[src/rtl/rs_syndrome_stream.sv]
// Streaming Reed-Solomon syndrome generator: Horner evaluation of NSYM syndromes per run-time-length codeword.
// Latency: syndrome set valid one cycle after the final symbol of a codeword is accepted; back-to-back codewords run without a bubble.
// Backpressure: in_ready drops only for a codeword's final symbol while the previous set is still held in the output register.
module rs_syndrome_stream #(
    parameter int SYMW      = 8,
    parameter int NSYM      = 4,
    parameter int PRIM_POLY = 'h11D,
    parameter int FCR       = 0
) (
    input  logic                 clk,
    input  logic                 rst,
    input  logic [SYMW-1:0]      cw_len,
    input  logic                 in_valid,
    output logic                 in_ready,
    input  logic [SYMW-1:0]      in_data,
    input  logic                 in_last,
    output logic                 syn_valid,
    input  logic                 syn_ready,
    output logic [NSYM*SYMW-1:0] syn_data,
    output logic                 syn_nonzero,
    output logic                 syn_len_err
);

    typedef logic [SYMW-1:0]                       sym_t;
    typedef logic [NSYM-1:0][SYMW-1:0]             synset_t;
    typedef logic [NSYM-1:0][SYMW-1:0][SYMW-1:0]   colset_t;
    typedef enum logic {IDLE, ACC} state_t;

    // Low m bits of the generator; the x^m term is implied by the shift-out.
    localparam sym_t POLY_LO = sym_t'(PRIM_POLY);

    // Multiply a field element by alpha.
    function automatic sym_t xtime(input sym_t v);
        return v[SYMW-1] ? ((v << 1) ^ POLY_LO) : (v << 1);
    endfunction

    // Column i of syndrome j's constant multiplier is alpha^(FCR+j) * x^i.
    function automatic colset_t build_cols();
        colset_t c;
        sym_t    v;
        c = '0;
        for (int i = 0; i < SYMW; i++) begin
            v = sym_t'(1) << i;
            for (int k = 0; k < FCR % ((1 << SYMW) - 1); k++) begin
                v = xtime(v);
            end
            for (int j = 0; j < NSYM; j++) begin
                c[j][i] = v;
                v = xtime(v);
            end
        end
        return c;
    endfunction

    localparam colset_t COLS = build_cols();

    state_t  state_q, state_d;
    sym_t    len_q, cnt_q;
    logic    err_q;
    synset_t acc_q;

    sym_t    len_eff, cnt_inc, prod;
    synset_t nxt;
    logic    final_pos, err_d, nz_d, accept, complete;

    // Datapath next values: constant-multiplier XOR networks, completion detection and length check.
    always_comb begin
        len_eff   = (cw_len == '0) ? '1 : cw_len;
        cnt_inc   = cnt_q + sym_t'(1);
        // In IDLE the new codeword's length comes straight from cw_len, so a
        // one-symbol codeword is still held off while the output is occupied.
        final_pos = (state_q == IDLE) ? (len_eff == sym_t'(1)) : (cnt_inc == len_q);
        err_d     = (state_q == IDLE) ? (in_last ^ (len_eff == sym_t'(1)))
                                      : (err_q | (in_last ^ (cnt_inc == len_q)));
        nxt  = '0;
        nz_d = 1'b0;
        prod = '0;
        for (int j = 0; j < NSYM; j++) begin
            prod = '0;
            for (int i = 0; i < SYMW; i++) begin
                if (acc_q[j][i]) begin
                    prod = prod ^ COLS[j][i];
                end
            end
            nxt[j] = (state_q == IDLE) ? in_data : (prod ^ in_data);
            nz_d   = nz_d | (|nxt[j]);
        end
    end

    // FSM next state and handshake.
    always_comb begin
        state_d  = state_q;
        in_ready = ~(final_pos & syn_valid & ~syn_ready);
        accept   = in_valid & in_ready;
        complete = accept & final_pos;
        if (accept) begin
            state_d = final_pos ? IDLE : ACC;
        end
    end

    // FSM state register.
    always_ff @(posedge clk) begin
        if (rst) begin
            state_q <= IDLE;
        end else begin
            state_q <= state_d;
        end
    end

    // Accumulators, symbol counter, latched length and in_last mismatch flag.
    always_ff @(posedge clk) begin
        if (rst) begin
            acc_q <= '0;
            cnt_q <= '0;
            len_q <= '0;
            err_q <= 1'b0;
        end else if (accept) begin
            acc_q <= nxt;
            err_q <= err_d;
            if (state_q == IDLE) begin
                cnt_q <= sym_t'(1);
                len_q <= len_eff;
            end else begin
                cnt_q <= cnt_inc;
            end
        end
    end

    // One-deep output register: load on completion, hold while stalled, clear on drain.
    always_ff @(posedge clk) begin
        if (rst) begin
            syn_valid   <= 1'b0;
            syn_data    <= '0;
            syn_nonzero <= 1'b0;
            syn_len_err <= 1'b0;
        end else if (complete) begin
            syn_valid   <= 1'b1;
            syn_data    <= nxt;
            syn_nonzero <= nz_d;
            syn_len_err <= err_d;
        end else if (syn_ready) begin
            syn_valid   <= 1'b0;
            syn_data    <= '0;
            syn_nonzero <= 1'b0;
            syn_len_err <= 1'b0;
        end
    end

endmodule

[config.mk]
export PLATFORM = sky130hd
export DESIGN_NAME = rs_syndrome_stream
export DESIGN_NICKNAME = d
export VERILOG_FILES = /design/src/rtl/rs_syndrome_stream.sv
export SDC_FILE = /design/constraint.sdc
export NUM_CORES = 1
export LEC_CHECK = 0
export CORE_AREA = 2 2 116 118
export DETAILED_ROUTE_END_ITERATION = 16
export DIE_AREA = 0 0 118 120
export DONT_BUFFER_PORTS = 1
export GPL_TIMING_DRIVEN = 0
export PLACE_DENSITY_LB_ADDON = 0.15
export SLEW_MARGIN = 20
export SYNTH_ARGS = -nofsm -noshare
export SYNTH_HDL_FRONTEND = slang
export SYNTH_SLANG_ARGS = --single-unit
[constraint.sdc]
create_clock -name clk -period 3.1 [get_ports clk]
set_clock_uncertainty 0.1 [all_clocks]
set_input_delay 0.31 -clock clk [delete_from_list [all_inputs] [get_ports clk]]
set_output_delay 0.31 -clock clk [all_outputs]
set_load 0.02 [all_outputs]
# Word-level counts from Yosys, hierarchy flattened

Cells that the tools add are included.
W data, S select, Z words.

Add/sub/neg operators: 1
Multiply operators: 0
Div/mod/pow operators: 0
Order comparisons: 0
Equal/unequal tests: 2
Shift-type cells: 0
Multiplexer cells: 47
Bitwise logic cells: 45
Reductions and logical operators: 7

Operators with widths:

| operator              | number |
|---|---|
| $mux W8               | 10 |
| $mux W32              | 2 |
| $mux W6               | 6 |
| $mux W5               | 7 |
| $mux W7               | 5 |
| $reduce_or A8 Y1      | 4 |
| $xor A8 B8 Y8         | 4 |
| $not A4 Y4            | 6 |
| $not A1 Y1 const A    | 22 |
| $mux W4               | 4 |
| $mux W3               | 3 |
| $add A8 B1 Y8 const B | 1 |
| $eq A8 B1 Y1 const B  | 1 |
| $eq A8 B8 Y1          | 1 |
| $logic_not A8 Y1      | 1 |
| $mux W1               | 8 |
| $and A1 B1 Y1         | 4 |
| $mux W2               | 2 |
| $or A1 B1 Y1          | 4 |
| $not A1 Y1            | 3 |
| $reduce_and A2 Y1     | 1 |
| $reduce_bool A2 Y1    | 1 |
| $xor A1 B1 Y1         | 2 |

Register bits after elaboration: 85
Bits in latches: 0
RAM bits: 0
Memory bits (read-only): 0
Input port bits: 21
Output and inout bits: 36
Logic and storage cells: 114
Memories: 0

# Logic depth before layout (Yosys ltp)

Gate-level depths: netlist (run 1).

Depth in word-level cells: 16
Depth in mapped cells: 10
Depth with buffers taken out: 8

# Worst setup path after synthesis (run 1)

OpenSTA, ideal clock, no wires.

Kind: register to register
From: register cnt_q[0]
To: register syn_data[10]
Setup time: 115 ps
Data arrival time: 2151 ps
Required time: 2885 ps
Slack: 734 ps
Stages on the path, launching flop included: 10
Buffers on the path: 1
Clock period less this slack: 2366 ps
Cells stage by stage: dfxtp_1 > ha_1 > nand3_1 > or3_1 > a21oi_1 > o311a_4 > a31o_2 > buf_2 > nor3b_1 > o21ba_2

Cells in the longest elaborated chain, start to end: 9
Elaborated cells between the ends (all ways): 10
Classes of those cells: add/sub (1); eq/ne (1); mux (2); bitwise (5); reduce/logical (1)

Ends and longest elaborated chain:

| what                                           | line | RTL |
|---|---|---|
| start, declared                                | 58   | `sym_t len_q, cnt_q;` |
| start signal, assigned                         | 121  | `cnt_q <= sym_t'(1);` |
| start signal, assigned                         | 124  | `cnt_q <= cnt_inc;` |
| $add A8 B1 Y8 (*)                              | 69   | `cnt_inc = cnt_q + sym_t'(1);` |
| $eq A8 B8 Y1 (*)                               | 72   | `final_pos = (state_q == IDLE) ? (len_eff == sym_t'(1)) : (cnt_inc == len_q);` |
| $mux W1 (*)                                    | 72   |  |
| $and A1 B1 Y1 (2 in a row)                     | 93   | `in_ready = ~(final_pos & syn_valid & ~syn_ready);` |
| $not A1 Y1                                     | 93   |  |
| $and A1 B1 Y1                                  | 94   | `accept = in_valid & in_ready;` |
| $and A1 B1 Y1 (*)                              | 95   | `complete = accept & final_pos;` |
| $mux W32 or $reduce_bool A2 Y1 (tied branches) | --   |  |
| end signal, assigned                           | 138  | `syn_data <= nxt;` |
| end, declared                                  | 19   | `output logic [NSYM*SYMW-1:0] syn_data,` |

Every way passes the cells marked *; elsewhere a longest branch is shown, timed or not.
A chain may end at the register's enable or synchronous reset.

# Worst setup path after layout (run 1)

From: register cnt_q[1]
To: output port in_ready

Cells in the longest elaborated chain, start to end: 6

Ends and longest elaborated chain:

| what                       | line | RTL |
|---|---|---|
| $add A8 B1 Y8              | 69   |  |
| $eq A8 B8 Y1               | 72   |  |
| $mux W1                    | 72   |  |
| $and A1 B1 Y1 (2 in a row) | 93   |  |
| $not A1 Y1                 | 93   |  |
| end, declared              | 14   | `output logic in_ready,` |

No other way between the ends.

==> flow_summary.ini, run 1 <==
[status]
status = complete, no violations

[detailed_routing]
drc_errors = 0
drt-initial-drc-count = 276
dr.pass1.iters = 5
vias = 4374
route.antenna.remaining_nets = 0
routedWlPerCell_um = 17.6
viasPerCell = 5.43
wl_mm = 14.2

[synth]
synth_edf_count = 0
async_flop_share = 0
ys.flop_type = dfxtp_1
yosys.cell_types.count = 64
ys_seq_area_frac = 0.337
synth_nets = 628
synth_area_mm2 = 0.00505
syn_inst = 606
postSynthAreaPerCell_um2 = 8.34
ys_warn_count = 0
ys_seq_elements = 85

[pwr]
finalPower_mw = 2.79
power_frac_comb = 0.166
p_sw_frac = 0.291
p_seq_frac = 0.428
p_int_mw = 1.98
clockPowerShare = 0.406
ir_drop_v = 0.000265
power_switching_mw = 0.812
power_density_mw_per_mm2 = 493
p_leak_nw = 1.99

[finish]
layout_commonest_cell = dfxtp_1
final_cell_mix = dfxtp_1 (84), nor2_1 (79), nand2_1 (62), xor2_1 (38), clkbuf_1 (35)
areaGrowthSynthToFinish_pct = 12.0
diodes = 0
fillerInstances = 1358
multi_input_comb_area_mm2 = 0.00307
final_util = 0.436
drive_gt1_frac = 0.119
fin_nets = 646
regArea_mm2 = 0.00170

[worst_setup_path]
cp-start-kind = register
crit_path_end_kind = output port
crit_type = reg2out
path_buf_inv = 0
crit_arrival_ns = 2.49
path_delay_family = simple AND/OR/NAND/NOR gates
path_max_fanout = 6
critPathMaxStageDelay_ns = 0.43
crit_required_ns = 2.69
r2r_cells = 10
crit_top_cell = a21oi_1
cp_num_cells = 7
cp_slowest_cell = dfxtp_1
crit_chain = ha_1 > nand3_1 > or3_1 > a21oi_1 > o311a_4 > a21oi_1 > or2_2

[grt]
track_usage = 0.207
grt_pass1_wl_mm = 22.9
grt_start_max_net_pins = 16
grt_pass1_vias = 4379
antenna_found_initial = 0
globalRouteOverflowTotal = 0

[timing]
timing.slew.headroom = 0.534
fin_crit_sh = 0.937
setup_viol = 0
max_clock_freq_ghz = 0.344
slew_viol_final = 0
setup_tns_ns = 0
rsz0062_at_grt = false
final.min_clock_period_ns = 2.90
worst_slew_pin_slew_ns = 0.699
hold_violations = 0

[clocking]
post_cts_buffers = 0
clkTransAtPathRegs_ns = 0.07
numClockSinks = 85
clock_latency_ns = 0.36
cts.path.max_buffers = 2
cts-buffers-inserted = 9
h-tree-depth = 3
cts_root_buf = clkbuf_16
cts_tree = done

[hold_path]
hold_depth = 2
hp-class = in2reg

[die]
die_w_um = 118
die_h_um = 120
core_area_mm2 = 0.0130
dieArea_mm2 = 0.0142
num_rows = 42
start_util = 0.389
io_pins = 57

[placement]
io_buffers = 0
dp_hpwl_mm = 10.6
gp_congestion = 0.836

[flow_run]
drv_cap = 0
-- kinds of logic after synthesis --
kind of cell               after synthesis  synth area share
and+or+nand+nor                        244             0.251
muxes                                   14            0.0277
DFF                                     85             0.337
buffers and inverters                   65            0.0567
adders and majority gates                1           0.00248
xor gates and xnor gates                67             0.122
AOI/OAI and AO/OA                      130             0.204
-- worst paths after layout --
check,start,to,slack (ns)
max reg2reg,cnt_q[1],acc_q[27],0.28
min,in_valid,state_q,0.06
min reg2reg,acc_q[18],acc_q[18],0.42
max,cnt_q[1],in_ready,0.20
-- worst reg2reg max path, stage by stage, from the launching register on --
cell and delay, ns:
dfxtp_1 0.43, ha_1 0.30, nand3_1 0.18, xnor2_1 0.19, nor3b_1 0.09, o311a_4 0.38
a21oi_2 0.35, buf_6 0.21, buf_6 0.19, mux2i_1 0.21, nor2_1 0.06
-- routing by layer --
layer  routed length (um)  share of wire  track usage
met5                    0              0            0
met4                  271          0.019       0.0723
met3                  682          0.048       0.0518
met2                 7100           0.50        0.365
met1                 6140           0.43        0.245
-- through the flow --
stage | area (um2) | hold slack [ns] | setup WS (ns) | instances
finish | 5660 | 0.0553 | 0.196 | 805
global route | 5660 | 0.0568 | 0.0268 | 805
global placement | 5270 | 0.351 | 0.166 | 782
floorplan | 5050 | 0.344 | 0.734 | 606
detailed placement | 5270 | 0.353 | 0.0819 | 782
CTS | 5650 | 0.0403 | 0.0516 | 805
-- synth_stat cells (8+ instances only) --
| master | n | area, um2 |
|---|---|---|
| a211oi_1 | 9 | 67.6 |
| a211oi_2 | 18 | 225 |
| a21oi_1 | 26 | 130 |
| a22oi_1 | 8 | 60.1 |
| clkbuf_1 | 35 | 131 |
| dfxtp_1 | 85 | 1700 |
| inv_1 | 10 | 37.5 |
| mux2i_1 | 14 | 140 |
| nand2_1 | 62 | 233 |
| nand2b_1 | 8 | 50.1 |
| nand3_1 | 9 | 45.0 |
| nand3b_1 | 27 | 203 |
| nor2_1 | 79 | 297 |
| nor3b_1 | 21 | 158 |
| o21ai_0 | 15 | 75.1 |
| o21ba_2 | 15 | 150 |
| o22ai_1 | 10 | 62.6 |
| xnor2_1 | 27 | 236 |
| xor2_1 | 38 | 333 |
-- sequential cells by signal, summed over array words and instances (netlist names) --
register and flops:
state_q 1, syn_len_err 1, syn_valid 1, err_q 1, len_q 8, acc_q 32, cnt_q 8, syn_nonzero 1
syn_data 32
-- power groups by stage --
| stage | combinational [mW] | clock [mW] | sequential, mW |
|---|---|---|---|
| 6_report | 0.462 | 1.13 | 1.19 |
| 5_1_grt | 0.513 | 1.20 | 1.20 |
| 4_1_cts | 0.462 | 1.16 | 1.19 |
| 3_5_place_dp | 0.453 | 0 | 1.22 |
| 3_3_place_gp | 0.445 | 0 | 1.22 |
| 2_1_floorplan | 0.355 | 0 | 1.20 |
-- final cells by class --
class,count,share of cell area
Inverter,11,0.00730
Timing Repair Buffer,7,0.0124
Clock inverter,6,0.0122
Sequential cell,85,0.301
Clock buffer,10,0.0422
Tap cell,176,0.0389
Buffer,54,0.0433
Multi-Input combinational cell,456,0.543
-- timing repair --
item	in CTS	in global routing
endpoints found under the hold margin	7	0
resized for setup	0	2
hold buffers	7	0
setup endpoints to repair	0	41
Power figures use the tool's default switching activity.
==> run 2: changes to the inputs <==
CORE_AREA = 2 2 92 94   (was 2 2 116 118)
DIE_AREA = 0 0 94 96   (was 0 0 118 120)
==> flow_summary.ini, run 2 (synthesis results as in run 1) <==
[timing]
hold_violations = 0
timing.slew.headroom = 0.511
fin_crit_sh = 0.972
final.min_clock_period_ns = 3.01
max_clock_freq_ghz = 0.332
setup_tns_ns = 0
slew_viol_final = 0
setup_slack_ns = 0.0873
setup_viol = 0
hold_slack_ns = 0.0535
worst_slew_pin_slew_ns = 0.734
rsz0062_at_grt = false

[worst_setup_path]
critPathMaxStageDelay_ns = 0.50
crit_required_ns = 2.69
crit_arrival_ns = 2.60
crit_top_cell = a21oi_1
crit_chain = ha_1 > nand3_1 > or3_1 > a21oi_1 > o311a_4 > a21oi_1 > or2_2
path_buf_inv = 0
r2r_cells = 9
cp-start-kind = register
path_max_fanout = 8
cp_num_cells = 7
crit_type = reg2out
crit_path_end_kind = output port
cp_slowest_cell = dfxtp_1
path_delay_family = simple AND/OR/NAND/NOR gates

[grt]
grt_pass1_vias = 4185
grt_start_max_net_pins = 16
globalRouteOverflowTotal = 0
track_usage = 0.306
grt_pass1_wl_mm = 21.2
antenna_found_initial = 0

[hold_path]
hold_depth = 2
hp-class = in2reg

[clocking]
cts-buffers-inserted = 9
post_cts_buffers = 0
cts_root_buf = clkbuf_8
cts.path.max_buffers = 2
clkTransAtPathRegs_ns = 0.09
clock_latency_ns = 0.37
cts_tree = done
h-tree-depth = 3
numClockSinks = 85

[pwr]
p_seq_frac = 0.477
p_sw_frac = 0.310
power_frac_comb = 0.187
clockPowerShare = 0.336
power_density_mw_per_mm2 = 458
p_leak_nw = 1.95
p_int_mw = 1.72
power_switching_mw = 0.776
ir_drop_v = 0.000227

[detailed_routing]
wl_mm = 13.4
vias = 4425
route.antenna.remaining_nets = 0
viasPerCell = 6.03
drt-initial-drc-count = 322
routedWlPerCell_um = 18.2
drc_errors = 0
dr.pass1.iters = 4

[finish]
areaGrowthSynthToFinish_pct = 8.12
layout_commonest_cell = dfxtp_1
final_cell_mix = dfxtp_1 (85), nor2_1 (79), nand2_1 (62), xor2_1 (38), clkbuf_1 (34)
drive_gt1_frac = 0.118
top_regs = acc_q: 32 flops, syn_data: 32 flops
diodes = 0
fin_nets = 646

[die]
start_util = 0.628
core_area_mm2 = 0.00805
die_h_um = 96
die_w_um = 94
dieArea_mm2 = 0.00902
num_rows = 33
io_pins = 57

[status]
status = complete, no violations

[flow_run]
drv_cap = 0

[placement]
dp_hpwl_mm = 9.56
gp_congestion = 0.899
preCtsSetupSlack_ns = 0.271
io_buffers = 0
[run 2: final cells by class]
class	instances	area (um2)
Clock inverter	6	70.1
Fill cell	681	2590
Timing Repair Buffer	7	70.1
Inverter	11	41.3
Buffer	54	246
Multi-Input combinational cell	456	3060
Sequential cell	85	1700
Clock buffer	10	138
Tap cell	105	131
[run 2: worst reg2reg max path, cell delays in order, from the launching register on]
cell and delay [ns]:
dfxtp_1 0.50, ha_1 0.31, nand3_1 0.18, xnor2_1 0.19
nor3b_1 0.09, o311a_4 0.37, a31oi_1 0.44, buf_2 0.33
nor2_1 0.10, o21ba_2 0.20
[run 2: per-layer routing]
metal	track usage	up-vias	routed length (um)
met5	0	-	0
li1	-	2144	-
met1	0.379	2102	5620
met2	0.533	148	6570
met3	0.0579	31	818
met4	0.110	0	350
[run 2: what timing repair did]
| action | 4_1_cts | 5_1_grt |
|---|---|---|
| endpoints found under the setup margin | 0 | 7 |
| hold buffers | 7 | 0 |
| hold endpoints to repair | 7 | 0 |
| resized for setup | 0 | 2 |
[run 2: stage by stage]
step	instance area [um2]	util	cells	power (mW)
2_1_floorplan	5050	-	606	1.56
3_3_place_gp	5180	0.644	711	1.65
3_5_place_dp	5180	0.644	711	1.66
4_1_cts	5460	0.678	734	2.50
5_1_grt	5460	0.678	734	2.60
6_report	5460	0.678	734	2.50
[run 2: worst paths after layout]
kind | start | end | slack [ns]
worst max-delay path | cnt_q[0] | in_ready | 0.09
worst min-delay path | in_valid | state_q | 0.05
worst max register to register | cnt_q[0] | syn_data[22] | 0.21
worst min register to register | err_q | err_q | 0.41
[run 2: power by group through the flow]
| stage | Clock, mW | Combinational [mW] | Sequential (mW) |
|---|---|---|---|
| floorplan | 0 | 0.355 | 1.20 |
| global placement | 0 | 0.439 | 1.21 |
| detailed placement | 0 | 0.447 | 1.22 |
| CTS | 0.845 | 0.459 | 1.19 |
| global route | 0.890 | 0.506 | 1.20 |
| finish | 0.840 | 0.467 | 1.19 |
==> run 3: changes to the inputs <==
REMOVE_ABC_BUFFERS = 1   (was unset)
==> flow_summary.ini, run 3 (synthesis results as in run 1) <==
[status]
status = complete, no violations

[hold_path]
hp-class = in2reg

[die]
die_w_um = 94
io_pins = 57
core_area_mm2 = 0.00805
die_h_um = 96
start_util = 0.628
num_rows = 33
dieArea_mm2 = 0.00902

[timing]
max_clock_freq_ghz = 0.336
worst_slew_pin_slew_ns = 0.695
fin_crit_sh = 0.960
final.min_clock_period_ns = 2.98
timing.slew.headroom = 0.537
setup_slack_ns = 0.124
hold_violations = 0
setup_tns_ns = 0
rsz0062_at_grt = false
setup_viol = 0
slew_viol_final = 0

[finish]
diodes = 0
areaGrowthSynthToFinish_pct = 7.23
final_cell_mix = dfxtp_1 (83), nor2_1 (79), nand2_1 (62), xor2_1 (38)
layout_commonest_cell = dfxtp_1
top_regs = acc_q: 32 flops, syn_data: 32 flops
final_area_mm2 = 0.00542
fin_nets = 600
final_util = 0.673
drive_gt1_frac = 0.115

[detailed_routing]
vias = 4142
viasPerCell = 6.03
drc_errors = 0
wl_mm = 11.8
dr.pass1.iters = 5
drt-initial-drc-count = 169
routedWlPerCell_um = 17.1
route.antenna.remaining_nets = 0

[placement]
preCtsSetupSlack_ns = -0.117
io_buffers = 0
gp_congestion = 0.770
dp_hpwl_mm = 7.32
placed_cell_area_mm2 = 0.00507

[worst_setup_path]
path_delay_family = simple AND/OR/NAND/NOR gates
crit_path_end_kind = output port
crit_top_cell = a21oi_1
cp_slowest_cell = dfxtp_1
critPathMaxStageDelay_ns = 0.42
path_buf_inv = 0
cp-start-kind = register
crit_required_ns = 2.69
path_max_fanout = 6
crit_chain = ha_1 > nand3_1 > or3_1 > a21oi_1 > o311a_4 > a21oi_1 > or2_2
crit_arrival_ns = 2.57
crit_type = reg2out

[grt]
grt_pass1_wl_mm = 19.1
globalRouteOverflowTotal = 0
grt_start_max_net_pins = 64
grt_pass1_vias = 3970
track_usage = 0.268
antenna_found_initial = 0

[clocking]
clkTransAtPathRegs_ns = 0.09
cts_tree = done
clock_latency_ns = 0.36
cts-buffers-inserted = 9
numClockSinks = 85
post_cts_buffers = 0
cts_root_buf = clkbuf_8
cts.path.max_buffers = 2
h-tree-depth = 3

[flow_run]
drv_cap = 0

[pwr]
finalPower_mw = 2.42
power_density_mw_per_mm2 = 447
ir_drop_v = 0.000271
p_leak_nw = 1.91
## run 3: routing by layer
layer | up-vias | part of all wire | global-route usage
li1 | 2050 | - | -
met1 | 1983 | 0.41 | 0.312
met2 | 88 | 0.52 | 0.485
met3 | 21 | 0.041 | 0.0642
met4 | 0 | 0.024 | 0.0845
met5 | - | 0 | 0
## run 3: final timing paths
path | to | cells past startpoint | slack, ns | start
max | in_ready | 7 | 0.12 | cnt_q[1]
min | syn_data[17] | 1 | 0.01 | rst
max reg2reg | syn_nonzero | 5 | 0.24 | state_q
min reg2reg | acc_q[18] | 2 | 0.41 | acc_q[18]
## run 3: worst register-to-register path: cells and delay by family, from the launching register on
kind | cells | cell delay, ns
compound gates | 2 | 0.46
buf+inv | 1 | 0.47
flops | 1 | 0.79
simple gates | 2 | 0.89
## run 3: repair_timing
item,CTS,global route
hold endpoints to repair,63,5
hold buffers,9,2
setup endpoints to repair,26,32
gates resized for setup,2,2
## run 3: stage by stage
step,instances,hold WS (ns)
floorplan,552,0.275
global placement,657,0.288
CTS,685,0.00245
global route,687,0.00483
detailed placement,661,0.286
finish,687,0.0121
## run 3: cell type report
type / instances / area (um2)
tap: 105 / 131
clock buffer: 10 / 138
multi-input combinational: 456 / 3100
sequential: 85 / 1700
clock inverter: 5 / 60.1
fill: 702 / 2630
inverter: 11 / 42.5
timing repair buffer: 15 / 238
## run 3: power by group
group / internal [mW] / switching, mW
Combinational: 0.190 / 0.208
Clock: 0.393 / 0.417
Sequential: 1.14 / 0.0741
